--- src/rtl/sobel_pkg.sv ---
// Shared definitions for the camera capture front end and the Sobel pipeline.
//
// Contents:
//   cap_state_t           capture FSM states (IDLE, SYNC, ACTIVE, SKIP)
//   CAP_XW / CAP_YW       widths of the column / row coordinates
//   RGB_*_MSB / RGB_*_LSB bit positions of the R, G and B fields in an RGB565 word
//   rgb565_pack()         joins the high and low camera bytes into one pixel
package sobel_pkg;

    typedef enum logic [1:0] {
        IDLE   = 2'd0,
        SYNC   = 2'd1,
        ACTIVE = 2'd2,
        SKIP   = 2'd3
    } cap_state_t;

    localparam int CAP_XW = 10;
    localparam int CAP_YW = 9;

    localparam int RGB_R_MSB = 15;
    localparam int RGB_R_LSB = 11;
    localparam int RGB_G_MSB = 10;
    localparam int RGB_G_LSB = 5;
    localparam int RGB_B_MSB = 4;
    localparam int RGB_B_LSB = 0;

    // The camera sends the red/upper-green byte first, so it becomes the MSBs.
    function automatic logic [15:0] rgb565_pack(input logic [7:0] hi, input logic [7:0] lo);
        return {hi, lo};
    endfunction

endpackage

--- src/rtl/dvp_byte_pairer.sv ---
// Pairs consecutive DVP bytes into 16-bit RGB565 pixels.
//
// Ports:
//   clk, rst     system clock, synchronous active-high reset
//   byte_valid   a camera byte is present this cycle (registered href)
//   line_start   first byte of a line (href rising edge)
//   line_end     first cycle after a line (href falling edge)
//   byte_in      camera byte
//   pixel        assembled pixel, held between emissions
//   pixel_valid  one-cycle strobe when pixel is updated
//   line_end_q   line_end delayed to line up with pixel_valid
//   odd_q        with line_end_q: the line carried an odd number of bytes
module dvp_byte_pairer
    import sobel_pkg::*;
(
    input  logic        clk,
    input  logic        rst,
    input  logic        byte_valid,
    input  logic        line_start,
    input  logic        line_end,
    input  logic [7:0]  byte_in,
    output logic [15:0] pixel,
    output logic        pixel_valid,
    output logic        line_end_q,
    output logic        odd_q
);

    logic       phase;
    logic [7:0] high_byte;
    logic       phase_eff;

    // The first byte of every line is a high byte, whatever the previous line left behind.
    assign phase_eff = line_start ? 1'b0 : phase;

    // Phase 0 stores the high byte, phase 1 completes the pixel. After the last byte
    // the phase bit is left untouched, so at the line end it directly tells whether a
    // half pixel was dangling.
    always_ff @(posedge clk) begin
        if (rst) begin
            phase       <= 1'b0;
            high_byte   <= 8'h00;
            pixel       <= 16'h0000;
            pixel_valid <= 1'b0;
            line_end_q  <= 1'b0;
            odd_q       <= 1'b0;
        end else begin
            pixel_valid <= 1'b0;
            line_end_q  <= line_end;
            odd_q       <= line_end & phase;
            if (byte_valid) begin
                phase <= ~phase_eff;
                if (!phase_eff) begin
                    high_byte <= byte_in;
                end else begin
                    pixel       <= rgb565_pack(high_byte, byte_in);
                    pixel_valid <= 1'b1;
                end
            end
        end
    end

endmodule

--- src/rtl/dvp_rgb565_capture.sv ---
// DVP camera capture stage feeding sobel_processor: registers the camera bus,
// pairs bytes into RGB565 pixels, frames them to IMG_WIDTH x IMG_HEIGHT, tracks
// coordinates, counts frames and flags malformed lines and frames.
//
// Ports:
//   clk, rst         system clock (camera PCLK domain), synchronous active-high reset
//   cam_vsync        frame sync, active low
//   cam_href         line valid, one byte per cycle while high
//   cam_data         camera byte, high byte of each pixel first
//   capture_enable   frame gate, looked at only when a frame starts
//   pixel_out        assembled pixel, held while href_out is low
//   href_out         per-pixel valid
//   vsync_out        cam_vsync delayed to line up with the pixel path
//   x_cnt / y_cnt    column / row of the current pixel_out
//   frame_done       pulse at the end of a captured frame
//   frame_count      number of captured frames, wrapping
//   line_error       pulse on a malformed line
//   frame_error      pulse with frame_done when the row count is wrong
module dvp_rgb565_capture
    import sobel_pkg::*;
#(
    parameter int IMG_WIDTH  = 640,
    parameter int IMG_HEIGHT = 480
) (
    input  logic              clk,
    input  logic              rst,
    input  logic              cam_vsync,
    input  logic              cam_href,
    input  logic [7:0]        cam_data,
    input  logic              capture_enable,
    output logic [15:0]       pixel_out,
    output logic              href_out,
    output logic              vsync_out,
    output logic [CAP_XW-1:0] x_cnt,
    output logic [CAP_YW-1:0] y_cnt,
    output logic              frame_done,
    output logic [7:0]        frame_count,
    output logic              line_error,
    output logic              frame_error
);

    localparam logic [CAP_XW-1:0] WIDTH_L  = CAP_XW'(IMG_WIDTH);
    localparam logic [CAP_YW-1:0] HEIGHT_L = CAP_YW'(IMG_HEIGHT);

    logic       vsync_r, href_r;
    logic [7:0] data_r;
    logic       vsync_q, href_q;
    logic       vs_fall_q, vs_rise_q, href_rise_q;
    logic       href_rise, href_fall, vs_fall, vs_rise;

    logic [15:0] pair_pixel;
    logic        pair_valid, href_fall_q, pair_odd;

    cap_state_t        state, next_state;
    logic [CAP_XW-1:0] col_cnt;
    logic [CAP_YW-1:0] row_cnt;
    logic              line_dirty, line_ovf, extra_lines;

    logic              tracking, dirty_now, ovf_now, capture, emit, overflow;
    logic              line_bad, row_inc, extra_now, frame_end, frame_bad;
    logic [CAP_YW-1:0] row_next;

    // Stage 1: plain register of the camera bus. Stage 2: the previous stage-1 value,
    // which doubles as the reference for edge detection, plus the registered edges.
    always_ff @(posedge clk) begin
        if (rst) begin
            vsync_r     <= 1'b1;
            href_r      <= 1'b0;
            data_r      <= 8'h00;
            vsync_q     <= 1'b1;
            href_q      <= 1'b0;
            vs_fall_q   <= 1'b0;
            vs_rise_q   <= 1'b0;
            href_rise_q <= 1'b0;
        end else begin
            vsync_r     <= cam_vsync;
            href_r      <= cam_href;
            data_r      <= cam_data;
            vsync_q     <= vsync_r;
            href_q      <= href_r;
            vs_fall_q   <= vs_fall;
            vs_rise_q   <= vs_rise;
            href_rise_q <= href_rise;
        end
    end

    assign href_rise = href_r & ~href_q;
    assign href_fall = ~href_r & href_q;
    assign vs_fall   = vsync_q & ~vsync_r;
    assign vs_rise   = ~vsync_q & vsync_r;

    dvp_byte_pairer u_pairer (
        .clk         (clk),
        .rst         (rst),
        .byte_valid  (href_r),
        .line_start  (href_rise),
        .line_end    (href_fall),
        .byte_in     (data_r),
        .pixel       (pair_pixel),
        .pixel_valid (pair_valid),
        .line_end_q  (href_fall_q),
        .odd_q       (pair_odd)
    );

    // State register.
    always_ff @(posedge clk) begin
        if (rst) begin
            state <= IDLE;
        end else begin
            state <= next_state;
        end
    end

    // Next state plus the per-cycle line/frame decisions. Everything here looks at
    // stage-2 signals, so edges, levels and pair_valid all describe the same byte.
    // A line is "dirty" once href was seen high with vsync low; its pixels are
    // discarded and it is reported when it ends. A line end and a frame end in the
    // same cycle are both honoured: the row increment from that line is already
    // folded into row_next before the frame row count is judged.
    always_comb begin
        next_state = state;
        tracking   = (state == ACTIVE) || (state == SYNC);
        dirty_now  = (href_rise_q ? 1'b0 : line_dirty) | (tracking & href_q & ~vsync_q);
        ovf_now    = href_rise_q ? 1'b0 : line_ovf;
        capture    = (state == ACTIVE) & pair_valid & ~dirty_now;
        emit       = capture & (col_cnt < WIDTH_L) & (row_cnt < HEIGHT_L);
        overflow   = capture & ~emit;
        line_bad   = href_fall_q & tracking &
                     (dirty_now | ovf_now | overflow | pair_odd | (col_cnt != WIDTH_L));
        row_inc    = href_fall_q & (state == ACTIVE) & (col_cnt != '0);
        row_next   = row_cnt + CAP_YW'(row_inc);
        extra_now  = extra_lines | (overflow & (row_cnt >= HEIGHT_L));
        frame_end  = (state == ACTIVE) & vs_fall_q;
        frame_bad  = frame_end & ((row_next != HEIGHT_L) | extra_now);

        case (state)
            IDLE:    if (vs_fall_q) next_state = SYNC;
            SYNC:    if (vs_rise_q) next_state = capture_enable ? ACTIVE : SKIP;
            ACTIVE:  if (vs_fall_q) next_state = SYNC;
            SKIP:    if (vs_fall_q) next_state = SYNC;
            default: next_state = IDLE;
        endcase
    end

    // Stage 3: counters and registered outputs.
    always_ff @(posedge clk) begin
        if (rst) begin
            pixel_out   <= 16'h0000;
            href_out    <= 1'b0;
            vsync_out   <= 1'b1;
            x_cnt       <= '0;
            col_cnt     <= '0;
            row_cnt     <= '0;
            line_dirty  <= 1'b0;
            line_ovf    <= 1'b0;
            extra_lines <= 1'b0;
            frame_done  <= 1'b0;
            frame_error <= 1'b0;
            line_error  <= 1'b0;
            frame_count <= 8'h00;
        end else begin
            vsync_out   <= vsync_q;
            href_out    <= emit;
            line_dirty  <= dirty_now;
            line_ovf    <= ovf_now | overflow;
            line_error  <= line_bad;
            frame_done  <= frame_end;
            frame_error <= frame_bad;
            if (href_rise_q) begin
                x_cnt   <= '0;
                col_cnt <= '0;
            end
            if (emit) begin
                pixel_out <= pair_pixel;
                x_cnt     <= col_cnt;
                col_cnt   <= col_cnt + 1'b1;
            end
            if (vs_rise_q) begin
                row_cnt     <= '0;
                extra_lines <= 1'b0;
            end else begin
                row_cnt     <= row_next;
                extra_lines <= extra_now;
            end
            if (frame_end) begin
                frame_count <= frame_count + 8'd1;
            end
        end
    end

    assign y_cnt = row_cnt;

endmodule
--- config.mk ---
export PLATFORM = sky130hd
export DESIGN_NAME = dvp_rgb565_capture
export DESIGN_NICKNAME = d
export VERILOG_FILES = /design/src/rtl/sobel_pkg.sv /design/src/rtl/dvp_byte_pairer.sv /design/src/rtl/dvp_rgb565_capture.sv
export SDC_FILE = /design/constraint.sdc
export NUM_CORES = 1
export LEC_CHECK = 0
export ABC_AREA = 1
export BUFFER_PORTS_ARGS = -buffer_cell sky130_fd_sc_hd__clkbuf_2
export CAP_MARGIN = 10
export CORE_ASPECT_RATIO = 0.6
export CORE_MARGIN = 3
export CORE_UTILIZATION = 35
export CTS_CLUSTER_DIAMETER = 150
export CTS_CLUSTER_SIZE = 25
export DETAILED_ROUTE_END_ITERATION = 7
export SLEW_MARGIN = 5
export SYNTH_ARGS = -nofsm -noshare
export SYNTH_HDL_FRONTEND = slang
export SYNTH_HIERARCHICAL = 1
export SYNTH_SLANG_ARGS = --single-unit
--- constraint.sdc ---
create_clock -name clk -period 2.7 [get_ports clk]
set_input_delay 0.54 -clock clk [delete_from_list [all_inputs] [get_ports clk]]
set_output_delay 0.54 -clock clk [all_outputs]
set_load 0.1 [all_outputs]
; ---- Yosys cells after proc, flatten, opt, wreduce, memory -nomap -nowiden
; Cells that the tools add are included.
[op_classes]
addsub = 3
order_cmp = 3
n_eq_ne = 7
muxes = 11
n_bitwise = 34
reduce_logical = 10
[ops]
columns = operator, n
row1 = two-way mux 10 bit, 3
row2 = AND 1 bit, 19
row3 = "adder 10 x 1 -> 10 bit, second input constant", 1
row4 = "< comparator 10 bit, second input constant", 1
row5 = "inequality test 10 bit, second input constant", 1
row6 = nonzero test 10 bit, 1
row7 = adder 9 x 1 -> 9 bit, 1
row8 = ">= comparator 9 bit, second input constant", 1
row9 = "< comparator 9 bit, second input constant", 1
row10 = "inequality test 9 bit, second input constant", 1
row11 = "adder 8 x 1 -> 8 bit, second input constant", 1
row12 = bitwise OR 1 bit, 8
row13 = NOT 1 bit, 7
row14 = AND reduction 2 bit, 3
row15 = two-way mux 1 bit, 5
row16 = "equality test 2 bit, second input constant", 2
row17 = two-way mux 2 bit, 2
row18 = case mux 2 bit (2 select lines), 1
row19 = OR reduction 2 bit, 2
row20 = OR reduction 3 bit, 1
row21 = "equality test 2 x 1 -> 1 bit, second input constant", 1
row22 = zero test 2 bit, 1
row23 = "inequality test 2 x 1 -> 1 bit, second input constant", 1
row24 = "inequality test 2 bit, second input constant", 1
row25 = other kinds (2), 2
[totals]
ff_bits = 106
in_bits = 13
word_cells = 96

; ---- Logic depth before layout (Yosys ltp)
; Gate-level depths: netlist of run 1.
[logic_depth]
depth_word = 15
ltp_mapped = 15

; ---- Hierarchy
; Netlist of run 1, hierarchy kept.
[modules_own_cells]
columns = mod, instances, cells_each, area_each_um2
row1 = dvp_rgb565_capture, 1, 409, 3229.3
row2 = dvp_byte_pairer, 1, 138, 1083.5

; ---- Worst setup path before layout of run 1
; No wires, ideal clock.
[synth_timing]
path_type = register -> register
startpoint = reg row_cnt[0] (netlist: y_cnt[0])
endpoint = reg frame_error
setup_time_ps = 112
arrival_ps = 2123
setup_slack_ps = 466
path_stages_with_launch = 10
n_path_buf = 0
synth_period_minus_slack_ps = 2234
cell_sequence = dfxtp_1 -> ha_1 -> ha_1 -> nand3_1 -> o21bai_1 -> nand2_1 -> nor2_1 -> nand2_1 -> nor2_1 -> nor2_1
[synth_between]
elab_chain_cells = 8
word_cells_on_any_way = 11
classes_between = add/sub (1) / order compare (2) / eq/ne (1) / bitwise (7)
[synth_rtl]
columns = item, line
row1 = start: declaration, dvp_rgb565_capture.sv:56  ; logic [CAP_YW-1:0] row_cnt;
row2 = start signal: assignment, dvp_rgb565_capture.sv:182  ; row_cnt <= row_next;
row3 = < comparator 9 bit, dvp_rgb565_capture.sv:126  ; emit = capture & (col_cnt < WIDTH_L) & (row_cnt < HEIGHT_L);
row4 = AND 1 bit, dvp_rgb565_capture.sv:126
row5 = NOT 1 bit, dvp_rgb565_capture.sv:127  ; overflow = capture & ~emit;
row6 = AND 1 bit, dvp_rgb565_capture.sv:127
row7 = AND 1 bit, dvp_rgb565_capture.sv:132  ; extra_now = extra_lines | (overflow & (row_cnt >= HEIGHT_L));
row8 = bitwise OR 1 bit, dvp_rgb565_capture.sv:132
row9 = bitwise OR 1 bit *, dvp_rgb565_capture.sv:134  ; frame_bad = frame_end & ((row_next != HEIGHT_L) | extra_now);
row10 = AND 1 bit *, dvp_rgb565_capture.sv:134
row11 = end signal: assignment, dvp_rgb565_capture.sv:168  ; frame_error <= frame_bad;
row12 = end: declaration, dvp_rgb565_capture.sv:39  ; output logic frame_error
; Mark *: on every way between the ends. The rest lies on a longest branch, timed or not.
; A chain may end at the register's enable or synchronous reset.

; ---- Worst setup path after layout of run 1
[layout_timing]
startpoint = reg col_cnt[0]
endpoint = reg frame_error
[layout_between]
elab_chain_cells = 9
word_cells_on_any_way = 13
classes_between = add/sub (1) / order compare (1) / eq/ne (1) / bitwise (9) / reduce/logical (1)
[layout_rtl]
columns = item, line
row1 = start: declaration, dvp_rgb565_capture.sv:55  ; logic [CAP_XW-1:0] col_cnt;
row2 = start signal: assignment, dvp_rgb565_capture.sv:176  ; col_cnt <= col_cnt + 1'b1;
row3 = "parallel branches: the longest is 7 deep, another holds adder 9 x 1 -> 9 bit", -
row4 = bitwise OR 1 bit *, dvp_rgb565_capture.sv:134
row5 = AND 1 bit *, dvp_rgb565_capture.sv:134
; Every way passes the cells marked *.

==> results.cfg, run 1 <==
[drt]
ant_nets = 0
via_count = 3541
drc_errors = 0
routed_wl_mm = 9.68
vias_per_cell = 4.63
drtIter0Drc = 149
dr.pass1.iters = 4
post_drt_wl_per_cell_microns = 12.7

[setup_path]
critPathMostFrequentCell = nor2_1
cp.arrival_ps = 2550
cp-start-kind = flop
r2r_cells = 13
crit_chain = inv_1 -> ha_1 -> nand2_1 -> nor2_1 -> a41oi_1 -> ha_1 -> ha_1 -> nand3_1 -> xnor2_1 -> nor2_1 -> nand2_1 -> nor2_1 -> nor2_1
cp_slowest_cell = dfxtp_1
worstSetupPathType = reg2reg
worstPathRequired_ps = 2930
setup.worst_path.end_class = flop
cp_slowest_stage_delay_ps = 400
r2r-start = col_cnt[0]$_SDFFE_PP0P_
regToRegEndpoint = frame_error$_SDFF_PP0_
r2r_slack_ps = 390
worst-path-max-fanout = 5

[final_layout]
drive_gt1_share_pct = 18.2
layout_common_cells = dfxtp_1, nand2_1, nor2_1
final_common_cell = dfxtp_1
syn_to_final_growth_pct = 17.3
fin_area_sq_um = 5060
n_antenna_cell = 0
fin_nets = 622
fin_cells = 765

[worst_hold_path]
min_to = vsync_r$_SDFF_PP1_
whs_path_depth = 2
worstHoldStart = cam_vsync
hold_path.class = in2reg

[logic_synthesis]
synth-xor-area-share_pct = 1.02
synth_top_family_by_area = simple AND/OR/NAND/NOR gates
synth-seq-area-share_pct = 49.2
yosys_warnings = 6
synthFlopType = dfxtp_1
synth.cell_area_sq_um = 4310
synth_edf_count = 0
yosys-top-cells-area = dfxtp_1, nand2_1, nor2_1, nand3_1, inv_1
yosysUniqueCellTypes = 35
async_reset_ff_share_pct = 0
synthAdderAreaFrac_pct = 2.32
yosys.area.top_type = dfxtp_1
synthesis.nets = 568
synthSimpleGateAreaFrac_pct = 30.4
ys_ff_latch = 106
syn_avg_cell_area_sq_um = 7.88
synth-compound-area-share_pct = 8.01
synth_mux_area_share_pct = 0
synth_top_area_share_pct = 49.2
syn_inst = 547

[die]
fp.dieH_microns = 92.0
io_pins = 61
die_area_sq_um = 13700
start_util_pct = 36.9
fp-row-count = 30
dieWidth_microns = 149
core-area_sq_um = 11700

[placed_design]
postPlaceCellArea_sq_um = 4700
dpl_worst_slack_ps = 413
gp_congestion = 0.815
numPortBuffers = 60
dp.cells = 750
dpl.hpwl_mm = 6.84

[power_and_ir_drop]
ir_drop_mv = 0.304
clkPwrFrac_pct = 46.3
p_leak_nw = 2.23
power.share.switching_pct = 21.2
pwr_density_cell_nw_per_um2 = 663
switchingPower_w = 0.000709
seq_power_share_pct = 48.2
p_total_w = 0.00335
p_int_w = 0.00264
combPwrFrac_pct = 5.5

[global_route]
grt-ovfl-total = 0
antenna_found_initial = 0
track_usage_pct = 14.6
grt_max_degree = 34
grt_pass1_vias = 3183
grt_first_pass_wirelength_mm = 16.2

[clocking]
clock_path_buffers = 2
cts_root_buffer = clkbuf_16
cts_hold_buffers = 0
clk_latency_ps = 340
tritoncts = yes
numCtsBuffers = 9
post_cts_buffers = 0
htree_num_levels = 3
cts_num_sinks = 106
clk_pin_slew_ps = 70
cts_resized = 0

[timing]
skew_ps = 6.56
setup-tns-final_ps = 0
tightest_slew_ps = 554
setup_viol = 0
fin_ws_ps = 386
slew_headroom_pct = 63.2
fmax_mhz = 432
final_max_slew_viol_count = 0
rsz0062_at_grt = no
finalHoldViolations = 0
fin_crit_sh_pct = 85.7
fin_crit_ps = 2310

[run_status]
status = finished, final reports clean

[run]
drv_cap = 0
[Yosys cell counts (2+ instances only)]
master	instances
nor3_1	7
buf_4	3
nand3_1	58
xor2_1	4
nand2_2	3
o21bai_1	2
buf_6	5
nand4_1	4
nand2_1	94
inv_2	2
clkbuf_1	4
ha_1	8
nand3_2	11
nor2_1	92
a21oi_1	27
a21oi_2	3
o21ai_0	27
nor2_4	5
buf_2	6
nand2_4	4
or2_2	2
inv_1	58
dfxtp_1	106
[layout make-up]
class,instances,area (sq um)
Tap cell,160,200
Clock buffer,10,229
Sequential cell,106,2120
Timing Repair Buffer,64,343
Clock inverter,5,128
Multi-Input combinational cell,359,1800
Inverter,61,236
Fill cell,1176,6610
[cells by family after synthesis]
family                   Yosys count
AND/OR/NAND/NOR                  283
adder cells (fa/ha/maj)            8
XOR/XNOR                           5
AO/OA/AOI/OAI                     63
flip-flops                       106
buffers and inverters             82
[critical path, delay by kind of cell, from the launching register on]
kind / cells / cell delay (ps)
buf+inv: 1 / 80
flops: 1 / 400
simple gates: 7 / 670
fa+ha+maj: 3 / 650
xor+xnor: 1 / 200
compound gates: 1 / 200
[layer usage]
| layer | routed length (microns) | GRT usage, % | vias up |
|---|---|---|---|
| met5 | 0 | 0 | - |
| li1 | - | - | 1851 |
| met4 | 81 | 3.20 | 0 |
| met1 | 5290 | 22.5 | 1589 |
| met3 | 523 | 4.20 | 8 |
| met2 | 3790 | 19.7 | 93 |
[worst max-delay path by stage]
stage / from / end / slack (ps) / cells after the start
finish: col_cnt[0]$_SDFFE_PP0P_ / frame_error$_SDFF_PP0_ / 390 / 13
global route: col_cnt[0]$_SDFFE_PP0P_ / frame_error$_SDFF_PP0_ / 90 / 14
CTS: col_cnt[0]$_SDFFE_PP0P_ / frame_error$_SDFF_PP0_ / 410 / 14
detailed placement: col_cnt[0]$_SDFFE_PP0P_ / frame_error$_SDFF_PP0_ / 410 / 13
global placement: col_cnt[0]$_SDFFE_PP0P_ / frame_error$_SDFF_PP0_ / 510 / 14
floorplan: y_cnt[0]$_SDFF_PP0_ / frame_error$_SDFF_PP0_ / 470 / 9
[power groups by stage]
stage	Combinational [W]	Sequential, W	Clock, W
2_1_floorplan	0.000120	0.00167	0
3_3_place_gp	0.000176	0.00165	0
3_5_place_dp	0.000181	0.00165	0
4_1_cts	0.000184	0.00162	0.00158
5_1_grt	0.000207	0.00162	0.00165
6_report	0.000184	0.00162	0.00155
[sequential cells by signal, summed over array words and instances, names as in the netlist, 2 cells and up]
name	flops
pixel_out	16
frame_count	8
data_r	8
state	2
u_pairer/high_byte	8
col_cnt	10
y_cnt	9
u_pairer/pixel	16
x_cnt	10
[metrics by stage]
stage	util, %	hold slack (ps)
4_1_cts	43.3	381
3_3_place_gp	40.3	403
6_report	43.3	390
2_1_floorplan	-	398
5_1_grt	43.3	385
3_5_place_dp	40.3	413
No activity file was read; power rests on OpenSTA's default activity.
==> run 2: changes to the inputs <==
--- a/config.mk
+++ b/config.mk
@@ -6,7 +6,6 @@
 export NUM_CORES = 1
 export LEC_CHECK = 0
 export ABC_AREA = 1
-export BUFFER_PORTS_ARGS = -buffer_cell sky130_fd_sc_hd__clkbuf_2
 export CAP_MARGIN = 10
 export CORE_ASPECT_RATIO = 0.6
 export CORE_MARGIN = 3
@@ -14,6 +13,7 @@
 export CTS_CLUSTER_DIAMETER = 150
 export CTS_CLUSTER_SIZE = 25
 export DETAILED_ROUTE_END_ITERATION = 7
+export DONT_BUFFER_PORTS = 1
 export SLEW_MARGIN = 5
 export SYNTH_ARGS = -nofsm -noshare
 export SYNTH_HDL_FRONTEND = slang
==> constraint.sdc (replaced) <==
create_clock -name clk -period 2.7 [get_ports clk]
set_input_delay 0.54 -clock clk [delete_from_list [all_inputs] [get_ports clk]]
set_output_delay 0.54 -clock clk [all_outputs]
set_load 0.05 [all_outputs]
==> results.cfg, run 2 (synthesized netlist as in run 1, its figures left out) <==
[power_and_ir_drop]
p_leak_nw = 1.95
p_total_w = 0.00307
ir_drop_mv = 0.341
pwr_density_cell_nw_per_um2 = 649

[setup_path]
critPathMostFrequentCell = nor2_1
worstSetupPathType = reg2reg
setup.worst_path.end_class = flop
path_buf_inv = 1
r2r-start = col_cnt[0]$_SDFFE_PP0P_
worstPathRequired_ps = 2940
cp_slowest_cell = dfxtp_1
r2r_slack_ps = 320
crit_chain = inv_1 -> ha_1 -> nand2_1 -> nor2_1 -> a41oi_1 -> ha_1 -> ha_1 -> nand3_1 -> o21bai_1 -> nand2_1 -> nor2_1 -> nand2_1 -> nor2_1 -> nor2_1
cp-start-kind = flop
cp.arrival_ps = 2610
cp_slowest_stage_delay_ps = 400
r2r_cells = 14
cpLargestDelayFamily = simple AND/OR/NAND/NOR gates
regToRegEndpoint = frame_error$_SDFF_PP0_
worst-path-max-fanout = 5

[worst_hold_path]
worstHoldStart = rst
hold_path.class = in2reg
min_to = col_cnt[8]$_SDFFE_PP0P_
whs_path_depth = 1

[timing]
rsz0062_at_grt = no
finalHoldViolations = 0
setup_viol = 0
setup-tns-final_ps = 0
fin_ws_ps = 323
slew_headroom_pct = 49.8
skew_ps = 7.20
fin_crit_sh_pct = 88.0
tightest_slew_ps = 752
fmax_mhz = 421
fin_crit_ps = 2380
final_max_slew_viol_count = 0

[global_route]
grt_first_pass_wirelength_mm = 15.4
track_usage_pct = 14.1
grt_max_degree = 33
grt-ovfl-total = 0
grt_pass1_vias = 3097
antenna_found_initial = 0

[final_layout]
final_common_cell = dfxtp_1
seq_area_sq_um = 2120
largest_registers = pixel_out (16), u_pairer/pixel (16)
drive_gt1_share_pct = 10.3
syn_to_final_growth_pct = 9.75
multi_input_area_sq_um = 1800
fin_nets = 567
fillers = 1167
layout_common_cells = dfxtp_1, nand2_1, nor2_1
n_antenna_cell = 0

[drt]
drc_errors = 0
post_drt_wl_per_cell_microns = 13.2
routed_wl_mm = 9.40
vias_per_cell = 4.65
dr.pass1.iters = 6
ant_nets = 0
drtIter0Drc = 158
via_count = 3303

[run_status]
status = finished, final reports clean

[clocking]
cts_hold_buffers = 0
numCtsBuffers = 9
cts_num_sinks = 106
clk_latency_ps = 340
cts_root_buffer = clkbuf_16
tritoncts = yes
clk_pin_slew_ps = 70
post_cts_buffers = 0
clock_path_buffers = 2
cts_resized = 0
htree_num_levels = 3

[die]
start_util_pct = 36.9
io_pins = 61
core-area_sq_um = 11700
fp-row-count = 30
dieWidth_microns = 149
fp.dieH_microns = 92.0
die_area_sq_um = 13700

[placed_design]
dpl.hpwl_mm = 6.79
gp_congestion = 0.833
numPortBuffers = 0
dpl_worst_slack_ps = 330

[run]
drv_cap = 0
## run 2: cell count changes in the layout (fill, tap and decap cells not counted)
cell        delta
clkinvlp_4     +1
bufinv_16      -3
buf_12         -1
clkinv_4       +4
clkbuf_2      -60
buf_4          +6
clkbuf_1       -1
## run 2: routing by layer
layer | vias up | track usage (%) | wire [microns]
met5 | - | 0 | 0
met4 | 0 | 4.19 | 121
met3 | 8 | 5.78 | 797
met2 | 92 | 18.7 | 3610
met1 | 1465 | 20.5 | 4870
li1 | 1738 | - | -
## run 2: how the worst max path moves through the flow
stage	cells past startpoint	slack, ps	endpoint	start
2_1_floorplan	14	680	frame_error$_SDFF_PP0_	col_cnt[0]$_SDFFE_PP0P_
3_3_place_gp	14	480	frame_error$_SDFF_PP0_	col_cnt[0]$_SDFFE_PP0P_
3_5_place_dp	14	330	frame_error$_SDFF_PP0_	col_cnt[1]$_SDFFE_PP0P_
4_1_cts	14	320	frame_error$_SDFF_PP0_	col_cnt[1]$_SDFFE_PP0P_
5_1_grt	14	130	frame_error$_SDFF_PP0_	col_cnt[0]$_SDFFE_PP0P_
6_report	14	320	frame_error$_SDFF_PP0_	col_cnt[0]$_SDFFE_PP0P_
## run 2: final cells by class
class                           count  share of cell area [%]
Clock buffer                        9                    4.76
Clock inverter                      7                    1.69
Inverter                           61                    5.00
Multi-Input combinational cell    359                    38.1
Sequential cell                   106                    44.8
Tap cell                          160                    4.23
Timing Repair Buffer                9                    1.43
## run 2: report_power, final
part,switching [W],leakage (nW),internal (W),total (W)
Clock,0.000586,0.142,0.000725,0.00131
Combinational,0.0000923,0.953,0.0000436,0.000136
Sequential,0.0000320,0.859,0.00159,0.00163
Total,0.000711,1.95,0.00236,0.00307
## run 2: metrics by stage
stage	util, %	std cells	hold slack, ps	area [sq um]
global placement	37.9	695	404	4430
finish	40.5	711	275	4730
global route	40.5	711	236	4730
floorplan	-	547	398	4310
detailed placement	37.9	695	409	4430
CTS	40.5	711	244	4730
## run 2: worst reg2reg max path, cell delays in order, from the launching register on
cell and delay, ps:
dfxtp_1 400, inv_1 80, ha_1 200, nand2_1 60
nor2_1 50, a41oi_1 230, ha_1 220, ha_1 190
nand3_1 200, o21bai_1 240, nand2_1 90, nor2_1 110
nand2_1 60, nor2_1 100, nor2_1 50
